--- src/rtl/lsu_axi_master.sv ---
// lsu_axi_master: turns single LSU load/store requests into AXI-lite
// read (AR/R) or write (AW/W/B) transactions, one at a time.
//
// Ports
//   clk, rst                     clock, asynchronous active-high reset
//   req_valid/req_ready          LSU request handshake (ready only when idle)
//   req_wen, req_addr, req_wdata, req_wmask, req_size, req_unsigned
//                                request payload (store when req_wen=1)
//   resp_rdata, resp_err         load result and error flag of the last access
//   mem_finish                   one-cycle completion pulse (arbiter release)
//   araddr/arvalid/arready       AXI-lite read address channel
//   rdata/rresp/rvalid/rready    AXI-lite read data channel
//   awaddr/awvalid/awready       AXI-lite write address channel
//   wdata/wstrb/wvalid/wready    AXI-lite write data channel
//   bresp/bvalid/bready          AXI-lite write response channel
//
// Build option: define LSU_LOAD_EXT_EN to align load data by the low address
// bits and sign/zero-extend it by req_size/req_unsigned. Without it the raw
// 64-bit rdata is returned.
module lsu_axi_master #(
  parameter logic [1:0] RESP_OKAY = 2'b00
) (
  input  logic        clk,
  input  logic        rst,
  input  logic        req_valid,
  output logic        req_ready,
  input  logic        req_wen,
  input  logic [31:0] req_addr,
  input  logic [63:0] req_wdata,
  input  logic [7:0]  req_wmask,
  input  logic [1:0]  req_size,
  input  logic        req_unsigned,
  output logic [63:0] resp_rdata,
  output logic        resp_err,
  output logic        mem_finish,
  output logic [31:0] araddr,
  output logic        arvalid,
  input  logic        arready,
  input  logic [63:0] rdata,
  input  logic [1:0]  rresp,
  input  logic        rvalid,
  output logic        rready,
  output logic [31:0] awaddr,
  output logic        awvalid,
  input  logic        awready,
  output logic [63:0] wdata,
  output logic [7:0]  wstrb,
  output logic        wvalid,
  input  logic        wready,
  input  logic [1:0]  bresp,
  input  logic        bvalid,
  output logic        bready
);

  typedef enum logic [2:0] {IDLE, AR, R, AWW, B} state_t;

  state_t state;

  // A write channel is finished once its valid has dropped or it handshakes now
  logic aw_done_c, w_done_c;
  assign aw_done_c = !awvalid || awready;
  assign w_done_c  = !wvalid  || wready;

  logic [63:0] load_data_c;

`ifdef LSU_LOAD_EXT_EN
  logic [1:0]  size_q;
  logic        unsigned_q;
  logic [63:0] shifted_c;

  // Bring the addressed bytes down to bit 0, then extend from the access size
  assign shifted_c = rdata >> {araddr[2:0], 3'b000};

  always_comb begin
    load_data_c = shifted_c;
    case (size_q)
      2'd0: load_data_c = unsigned_q ? {56'd0, shifted_c[7:0]}
                                     : {{56{shifted_c[7]}}, shifted_c[7:0]};
      2'd1: load_data_c = unsigned_q ? {48'd0, shifted_c[15:0]}
                                     : {{48{shifted_c[15]}}, shifted_c[15:0]};
      2'd2: load_data_c = unsigned_q ? {32'd0, shifted_c[31:0]}
                                     : {{32{shifted_c[31]}}, shifted_c[31:0]};
      default: load_data_c = shifted_c;
    endcase
  end
`else
  logic unused_cfg;
  assign load_data_c = rdata;
  assign unused_cfg  = ^{req_size, req_unsigned};
`endif

  // Transaction state machine; every output is a register
  always_ff @(posedge clk or posedge rst) begin
    if (rst) begin
      state      <= IDLE;
      req_ready  <= 1'b1;
      resp_rdata <= 64'd0;
      resp_err   <= 1'b0;
      mem_finish <= 1'b0;
      araddr     <= 32'd0;
      arvalid    <= 1'b0;
      rready     <= 1'b0;
      awaddr     <= 32'd0;
      awvalid    <= 1'b0;
      wdata      <= 64'd0;
      wstrb      <= 8'd0;
      wvalid     <= 1'b0;
      bready     <= 1'b0;
`ifdef LSU_LOAD_EXT_EN
      size_q     <= 2'd0;
      unsigned_q <= 1'b0;
`endif
    end else begin
      mem_finish <= 1'b0;
      case (state)
        IDLE: begin
          if (req_valid) begin
            req_ready <= 1'b0;
            araddr    <= req_addr;
            awaddr    <= req_addr;
            wdata     <= req_wdata;
            wstrb     <= req_wmask;
`ifdef LSU_LOAD_EXT_EN
            size_q     <= req_size;
            unsigned_q <= req_unsigned;
`endif
            if (req_wen) begin
              awvalid <= 1'b1;
              wvalid  <= 1'b1;
              state   <= AWW;
            end else begin
              arvalid <= 1'b1;
              state   <= AR;
            end
          end
        end
        AR: begin
          if (arready) begin
            arvalid <= 1'b0;
            rready  <= 1'b1;
            state   <= R;
          end
        end
        R: begin
          if (rvalid) begin
            rready     <= 1'b0;
            resp_rdata <= load_data_c;
            resp_err   <= (rresp != RESP_OKAY);
            mem_finish <= 1'b1;
            req_ready  <= 1'b1;
            state      <= IDLE;
          end
        end
        AWW: begin
          // AW and W retire independently; move on once both are done
          if (awvalid && awready) awvalid <= 1'b0;
          if (wvalid && wready)   wvalid  <= 1'b0;
          if (aw_done_c && w_done_c) begin
            bready <= 1'b1;
            state  <= B;
          end
        end
        B: begin
          if (bvalid) begin
            bready     <= 1'b0;
            resp_err   <= (bresp != RESP_OKAY);
            mem_finish <= 1'b1;
            req_ready  <= 1'b1;
            state      <= IDLE;
          end
        end
        default: state <= IDLE;
      endcase
    end
  end

endmodule
--- config.mk ---
export PLATFORM = sky130hd
export DESIGN_NAME = lsu_axi_master
export DESIGN_NICKNAME = d
export VERILOG_FILES = /design/src/rtl/lsu_axi_master.sv
export SDC_FILE = /design/constraint.sdc
export NUM_CORES = 1
export LEC_CHECK = 0
export ABC_CLOCK_PERIOD_IN_PS = 6500
export CAP_MARGIN = 20
export CORE_AREA = 2 2 151 153
export CTS_BUF_LIST = sky130_fd_sc_hd__clkbuf_4 sky130_fd_sc_hd__clkbuf_8
export DETAILED_ROUTE_END_ITERATION = 7
export DIE_AREA = 0 0 153 155
export DONT_BUFFER_PORTS = 1
export PLACE_DENSITY = 0.58
export SKIP_CTS_REPAIR_TIMING = 1
export SLEW_MARGIN = 20
export SYNTH_ARGS = -nofsm -noshare
export SYNTH_HDL_FRONTEND = slang
export SYNTH_SLANG_ARGS = --single-unit
--- constraint.sdc ---
create_clock -name clk -period 6.5 [get_ports clk]
set_clock_uncertainty 0.2 [all_clocks]
set_input_delay 1.3 -clock clk [delete_from_list [all_inputs] [get_ports clk]]
set_output_delay 1.3 -clock clk [all_outputs]
set_load 0.03 [all_outputs]
== Yosys cells after proc, flatten, opt, wreduce, memory -nomap -nowiden ==
Cells that the tools add are included.

* Add/sub/neg operators: 0
* Multiply operators: 0
* Divide/modulo/power cells: 0
* $lt $le $gt $ge: 0
* Eq/ne operators: 13
* Shifts and indexed selects: 0
* Multiplexer cells: 33
* Bitwise gates (word level): 0
* Reduce and logical (&&, ||, !) cells: 26

{| class="wikitable"
|+ Operator list
! kind !! count
|-
| $mux W1 || 18
|-
| $ne A2 B2 Y1 const B || 9
|-
| $reduce_and A4 Y1 || 4
|-
| $mux W3 || 5
|-
| $pmux W3 S5 || 1
|-
| $pmux W1 S2 || 7
|-
| $reduce_bool A2 Y1 || 7
|-
| $reduce_and A3 Y1 || 3
|-
| $eq A3 B2 Y1 const B || 2
|-
| $reduce_and A5 Y1 || 1
|-
| $reduce_and A2 Y1 || 2
|-
| $eq A3 B1 Y1 const B || 1
|-
| $eq A3 B3 Y1 const B || 1
|-
| $logic_and A1 B1 Y1 || 3
|-
| $logic_not A3 Y1 || 1
|-
| $pmux W1 S3 || 1
|-
| $reduce_bool A3 Y1 || 1
|-
| $logic_not A1 Y1 || 2
|-
| $logic_or A1 B1 Y1 || 2
|-
| $mux W2 || 1
|}

* Bits in registers: 179
* Bits in latches: 0
* RAM bits: 0
* Bits in read-only memories: 0
* Output and inout bits: 208
* Memories: 0

== Depth between registers and ports, before layout ==
Gate-level depths: netlist (run 1).

* Depth after elaboration: 5
* Depth in mapped cells: 7
* Mapped depth without buffers: 3

== Worst setup path before layout (run 1) ==
OpenSTA, ideal clock, no wires.

* Path kind: input port to flip-flop
* Start: input rvalid
* End: register resp_rdata[35]
* Library setup time: 0.125 ns
* Arrival time: 2.242 ns
* Data required time: 6.175 ns
* Setup slack: 3.933 ns
* Stages on the path: 4
* Buffers on the path: 1
* Path through: nand2b_4 -> nor3_4 -> buf_6 -> mux2_2

* Cells in the longest elaborated chain, start to end: 1

{| class="wikitable"
|+ Ends and longest elaborated chain
! item !! RTL line !! text
|-
| from (decl) || 41 || <nowiki>input logic rvalid,</nowiki>
|-
| $reduce_and A2 Y1 (no line) || - ||
|-
| to (signal assigned) || 147 || <nowiki>resp_rdata <= load_data_c;</nowiki>
|-
| to (decl) || 33 || <nowiki>output logic [63:0] resp_rdata,</nowiki>
|}

No other way between the ends.
A chain may end at the register's enable or synchronous reset.

== Worst setup path after layout (run 1) ==
* Start: register awaddr[0]
* End: output awaddr[0]

{| class="wikitable"
|+ RTL lines
! item !! RTL line !! text
|-
| from (decl) || 43 || <nowiki>output logic [31:0] awaddr,</nowiki>
|-
| from (signal assigned) || 120 || <nowiki>awaddr <= req_addr;</nowiki>
|}

No word-level cell between the ends.

==> results of run 1 <==
[how the worst min path moves through the flow]
stage / start / end / depth (start not counted)
global route: req_ready / req_ready / 1
CTS: req_ready / req_ready / 1
detailed placement: req_ready / req_ready / 1
floorplan: state[0] / arvalid / 1
finish: req_ready / req_ready / 1
global placement: req_ready / req_ready / 1
[layer usage]
layer,vias up,routed length [um],global-route usage
met4,0,413,0.0534
met5,-,0,0
met1,1748,5020,0.124
met2,225,7680,0.211
met3,20,1600,0.0688
li1,1457,-,-
[logic make-up after synthesis]
group / Yosys count / synth area share
compound gates: 15 / 0.0148
buf+inv: 57 / 0.0622
flops: 179 / 0.633
mux: 170 / 0.270
simple gates: 21 / 0.0203
[power by group through the flow]
stage / Clock (W) / Sequential [W] / Combinational (W)
2_1_floorplan: 0 / 0.00312 / 0.00126
3_3_place_gp: 0 / 0.00353 / 0.000906
3_5_place_dp: 0 / 0.00354 / 0.000964
4_1_cts: 0.000760 / 0.00352 / 0.000960
5_1_grt: 0.000808 / 0.00357 / 0.00104
6_report: 0.000717 / 0.00350 / 0.000941
[cells in the final DEF, fill, tap and decap left out, types with 4 or more instances in the layout]
cell type	netlist	final
dfrtp_1	178	178
inv_1	5	4
mux2_2	164	164
inv_6	0	4
mux2_1	5	5
clkbuf_8	0	18
clkinvlp_4	0	4
[state kept, by name, indices dropped and copies added (netlist names)]
register / count
resp_rdata: 64
state: 3
resp_err: 1
awaddr: 32
wdata: 64
bready: 1
req_ready: 1
mem_finish: 1
rready: 1
arvalid: 1
wvalid: 1
awvalid: 1
wstrb: 8
[through the flow]
step | setup slack, ps | power [W] | utilization | area [um2]
after floorplan | 143 | 0.00438 | - | 7080
after CTS | 3730 | 0.00524 | 0.335 | 7450
after global placement | 3590 | 0.00444 | 0.318 | 7070
after detailed placement | 3520 | 0.00450 | 0.318 | 7070
final | 3800 | 0.00516 | 0.335 | 7450
after global routing | 3720 | 0.00543 | 0.335 | 7450
[area by class of cell]
cell class	instances	area [um2]	share of cell area
flip-flops and latches	179	4480	0.601
multi-input cells	206	2170	0.291
well taps	285	357	0.0479
clock buffers	19	255	0.0343
clock inverters	13	120	0.0161
repair buffers	4	42.5	0.00571
inverters	5	23.8	0.00319
diodes	1	2.50	0.000336
==> flow_summary.toml, run 1 <==
[logic_synthesis]
ys_warn_count = 0
yosys_register_bits = 179
synth_top_area_cell = "dfrtp_1"
synth.top_cells.by_area = "dfrtp_1, mux2_2, buf_4, buf_6, mux2_1"
syn_area_um2 = 7080
synthArstFlopShare = 1.00
synth_seq_area_share = 0.633
synth.avg_cell_area_um2 = 16.0
synth_edf_count = 0
yosys.cell_types.count = 32
synth_most_common_cell = "dfrtp_1"
syn-num-nets = 626
yosysTopAreaCellShare = 0.629
synth_flop_cell = "dfrtp_1"
synth_common_cells = "dfrtp_1, mux2_2, buf_4"
synth_cells = 442

[setup_path]
worst_ep_arrival_time_ps = 1200
crit_required_ps = 5000
rr_worst_depth = 4
r2r_slack_ps = 4110
critPathMaxFanout = 3
worstSetupStartpoint = "awaddr[0]"
timing.rr.start = "state[1]"
critPathCapture = "awaddr[0]"
r2r_end = "resp_rdata[37]"
cp.depth = 0
path_class = "reg -> out"
crit_path_end_kind = "output pin"
cp-start-kind = "register"

[job]
cap_violations = 0

[global_route]
grt_usage = 0.123
grt_max_degree = 92
grt_first_pass_wirelength_um = 22500
grt_antenna_before_repair = 1
overflow = 0
first_global_vias = 3864

[floorplanning]
core.rowCount = 55
ios = 392
start_util = 0.319
core-area_um2 = 22200
dieHeight_um = 155
die_w_um = 153
dieArea_um2 = 23700

[detailed_routing]
remaining_drc_errors = 0
wl_per_cell_um = 20.7
wirelength_um = 14700
dr.pass1.iters = 4
drt_iter0_markers = 152
ant_nets = 0
viasPerCell = 4.85
vias = 3450

[clock_network]
cts_root_buf = "clkbuf_8"
clk_path_buf_depth = 2
cts_sinks = 179
tritoncts = "yes"
cts_buffers = 17
htreeDepth = 4
worst_skew_pair.late_latency_ps = 430
clk_pin_slew_ps = 100

[place]
dp_hpwl_um = 10900
portBuffers = 0
place_congestion = 0.766
place_inst = 679

[sta]
finalMaxSlewViolations = 0
period_needed_ps = 2700
rsz0062_at_grt = "false"
worst_pin_slew_ps = 827
fin_crit_sh = 0.416
slew_headroom = 0.448
finalSetupViolCount = 0
fmaxAchievable_mhz = 370
holdWs_ps = 404
tns_ps = 0
hold_viol = 0

[power_and_ir_drop]
clock_power_share = 0.139
swShare = 0.504
p_comb_frac = 0.182
vdd_drop_max_v = 0.000216
p_sw_w = 0.00260
intPower_w = 0.00256
power_density_nw_per_um2 = 692
p_leak_nw = 3.07
seq_power_share = 0.679

[outcome]
status = "complete, no violations"

[finish]
layout.cells.non_filler = 712
fill_cells = 2130
syn_to_final_growth_pct = 5.21
drive_above_1_share = 0.486
nNetsFinal = 597

[min_path]
hp-class = "reg -> reg"
Power figures use the tool's default switching activity.
==> run 2: changes to the inputs <==
- ABC_CLOCK_PERIOD_IN_PS: 6500 -> 2600
- CORE_AREA: 2 2 151 153 -> 2 2 152 154
- DIE_AREA: 0 0 153 155 -> 0 0 154 156
- PLACE_DENSITY: 0.58 -> 0.56
- clock period: 6.5 -> 2.6 ns (I/O delays scaled with it)
==> flow_summary.toml, run 2 <==
[clock_network]
cts_sinks = 179
htreeDepth = 4
cts_root_buf = "clkbuf_8"
cts_buffers = 17
clk_path_buf_depth = 2

[logic_synthesis]
yosysTopAreaCellShare = 0.629
syn-num-nets = 626
yosys.area_share.xor_xnor = 0
synth_compound_area_frac = 0.0148
yosys_register_bits = 179
synth_common_cells = "dfrtp_1, mux2_2, buf_4"
synthAdderAreaFrac = 0
synth_top_area_cell = "dfrtp_1"
synthArstFlopShare = 1.00
ys_warn_count = 0
synth_top_family_by_area = "multiplexers"
syn_area_um2 = 7080
synth.top_cells.by_area = "dfrtp_1, mux2_2, buf_4, buf_6, mux2_1"
synthMuxAreaShare = 0.270
synth_most_common_cell = "dfrtp_1"
synth_edf_count = 0
synth_seq_area_share = 0.633
synth.avg_cell_area_um2 = 16.0
synth_flop_cell = "dfrtp_1"
yosys.cell_types.count = 32
synth-simple-area-share = 0.0203
synth_cells = 442

[global_route]
grt_max_degree = 64

[floorplanning]
ios = 392
core.rowCount = 55
dieHeight_um = 156
start_util = 0.317
die_w_um = 154

[outcome]
stop_error = "[ERROR RSZ-0060] Max buffer count reached."
haltStage = "global routing (5_1_grt)"
status = "did not finish"

[place]
portBuffers = 0
place_congestion = 0.715
dp_hpwl_um = 11300
[run 2: cell counts after synthesis]
No cell type changed its count.
[run 2: kinds of logic after synthesis]
logic type      Yosys count
buf+inv                  57
simple gates             21
flops                   179
compound gates           15
mux                     170
[run 2: metrics by stage]
stage / utilization / setup slack [ps] / instances / setup TNS [ps] / instance area [um2]
after floorplan: - / -414 / 442 / -73650 / 7090
after detailed placement: 0.323 / 494 / 690 / 0 / 7220
after global placement: 0.323 / 522 / 690 / 0 / 7220
after CTS: 0.341 / 471 / 722 / 0 / 7630
==> run 3: changes to the inputs <==
- CORE_AREA: 2 2 152 154 -> 2 2 153 155
- CTS_BUF_LIST: sky130_fd_sc_hd__clkbuf_4 sky130_fd_sc_hd__clkbuf_8 -> unset
- DIE_AREA: 0 0 154 156 -> 0 0 155 157
- PLACE_DENSITY: 0.56 -> unset
- PLACE_DENSITY_LB_ADDON: unset -> 0.15
==> flow_summary.toml, run 3 (synthesis results as in run 1) <==
[power_and_ir_drop]
seq_power_share = 0.636
p_comb_frac = 0.178
p_leak_nw = 3.22
p_sw_w = 0.00658
vdd_drop_max_v = 0.000472
power_density_nw_per_um2 = 1770
swShare = 0.479
clock_power_share = 0.186
intPower_w = 0.00716

[global_route]
grt_max_degree = 62
grt_antenna_before_repair = 1
grt_first_pass_wirelength_um = 22900
first_global_vias = 3802
grt_usage = 0.124
overflow = 0

[setup_path]
cpMaxStageDelayCell = "dfrtp_1"
worst_ep_arrival_time_ps = 2150
critPathMaxFanout = 61
crit_required_ps = 2700
crit_path_end_kind = "register"
path_class = "reg -> reg"
crit_chain = "nor4b_4 > buf_12 > mux2_2"
slowest_delay_ps = 520
cp-start-kind = "register"

[sta]
setup_slack_ps = 545
finalMaxSlewViolations = 0
slew_headroom = 0.577
hold_viol = 0
fmaxAchievable_mhz = 487
rsz0062_at_grt = "false"
worst_pin_slew_ps = 635
period_needed_ps = 2060
fin_crit_sh = 0.791
finalSetupViolCount = 0

[finish]
nNetsFinal = 605
final_cell_mix = "dfrtp_1, mux2_2, clkbuf_16"
layout.cells.non_filler = 719
final_common_cell = "dfrtp_1"
regArea_um2 = 4480
syn_to_final_growth_pct = 9.89
fill_cells = 2115
biggestRegsByFlops = "resp_rdata x64, wdata x64, awaddr x32"
drive_above_1_share = 0.487
finish.utilization = 0.346
multi_input_area_um2 = 2170

[detailed_routing]
dr.pass1.iters = 4
vias = 3497
ant_nets = 0
drt_iter0_markers = 139
wirelength_um = 15700
wl_per_cell_um = 21.8
viasPerCell = 4.86
remaining_drc_errors = 0

[floorplanning]
dieArea_um2 = 24300
core.rowCount = 55
die_w_um = 155
core-area_um2 = 22500
ios = 392
dieHeight_um = 157
start_util = 0.315

[outcome]
status = "complete, no violations"

[place]
dpl_worst_slack_ps = 528
place_congestion = 0.736
portBuffers = 0
place_inst = 685
dp_hpwl_um = 11600

[clock_network]
clk_pin_slew_ps = 70
tritoncts = "yes"
worst_skew_pair.late_latency_ps = 410
clk_path_buf_depth = 2
cts_sinks = 179
cts_root_buf = "clkbuf_16"
cts_buffers = 17
htreeDepth = 4

[job]
cap_violations = 0

[min_path]
hp-class = "in -> reg"
-- run 3: worst paths after layout --
kind | startpoint | end | slack [ps] | cells past startpoint
max | state[1] | awaddr[29] | 540 | 3
max reg2reg | state[1] | awaddr[29] | 540 | 3
min in group asynchronous | rst | wdata[28] | 450 | 2
min reg2reg | req_ready | req_ready | 400 | 1
min | rdata[31] | resp_rdata[31] | 30 | 1
max in group asynchronous | rst | resp_rdata[30] | 1010 | 3
-- run 3: power groups by stage --
stage / Combinational [W] / Sequential [W] / Clock [W]
2_1_floorplan: 0.00316 / 0.00780 / 0
3_3_place_gp: 0.00239 / 0.00885 / 0
3_5_place_dp: 0.00251 / 0.00883 / 0
4_1_cts: 0.00250 / 0.00879 / 0.00265
5_1_grt: 0.00269 / 0.00892 / 0.00277
6_report: 0.00245 / 0.00874 / 0.00256
-- run 3: area by class of cell --
type,instances,share of cell area
Sequential cell,179,0.576
Multi-Input combinational cell,206,0.279
Clock buffer,18,0.0551
Tap cell,285,0.0458
Timing Repair Buffer,12,0.0219
Clock inverter,13,0.0195
Inverter,5,0.00289
Antenna cell,1,0.000321
-- run 3: worst max-delay path: cells and delay by family (launching register included) --
| family | cells | cell delay [ps] |
|---|---|---|
| buffers and inverters | 1 | 350 |
| flip-flops | 1 | 520 |
| multiplexers | 1 | 380 |
| AND/OR/NAND/NOR | 1 | 460 |
-- run 3: layer usage --
layer,up-vias,global-route usage,part of all wire,wire length [um]
met4,0,0.0631,0.026,411
met5,-,0,0,0
met1,1803,0.131,0.36,5590
met2,199,0.218,0.54,8520
li1,1473,-,-,-
met3,22,0.0438,0.075,1190
-- run 3: metrics by stage --
stage                     TNS [ps]  instance area, um2  power [W]  hold WS (ps)
after floorplan             -73650                7090     0.0110           335
after global placement           0                7180     0.0112           276
after detailed placement         0                7180     0.0113           283
after CTS                        0                7760     0.0139          -178
after global routing             0                7780     0.0144          10.3
final                            0                7780     0.0137          33.1
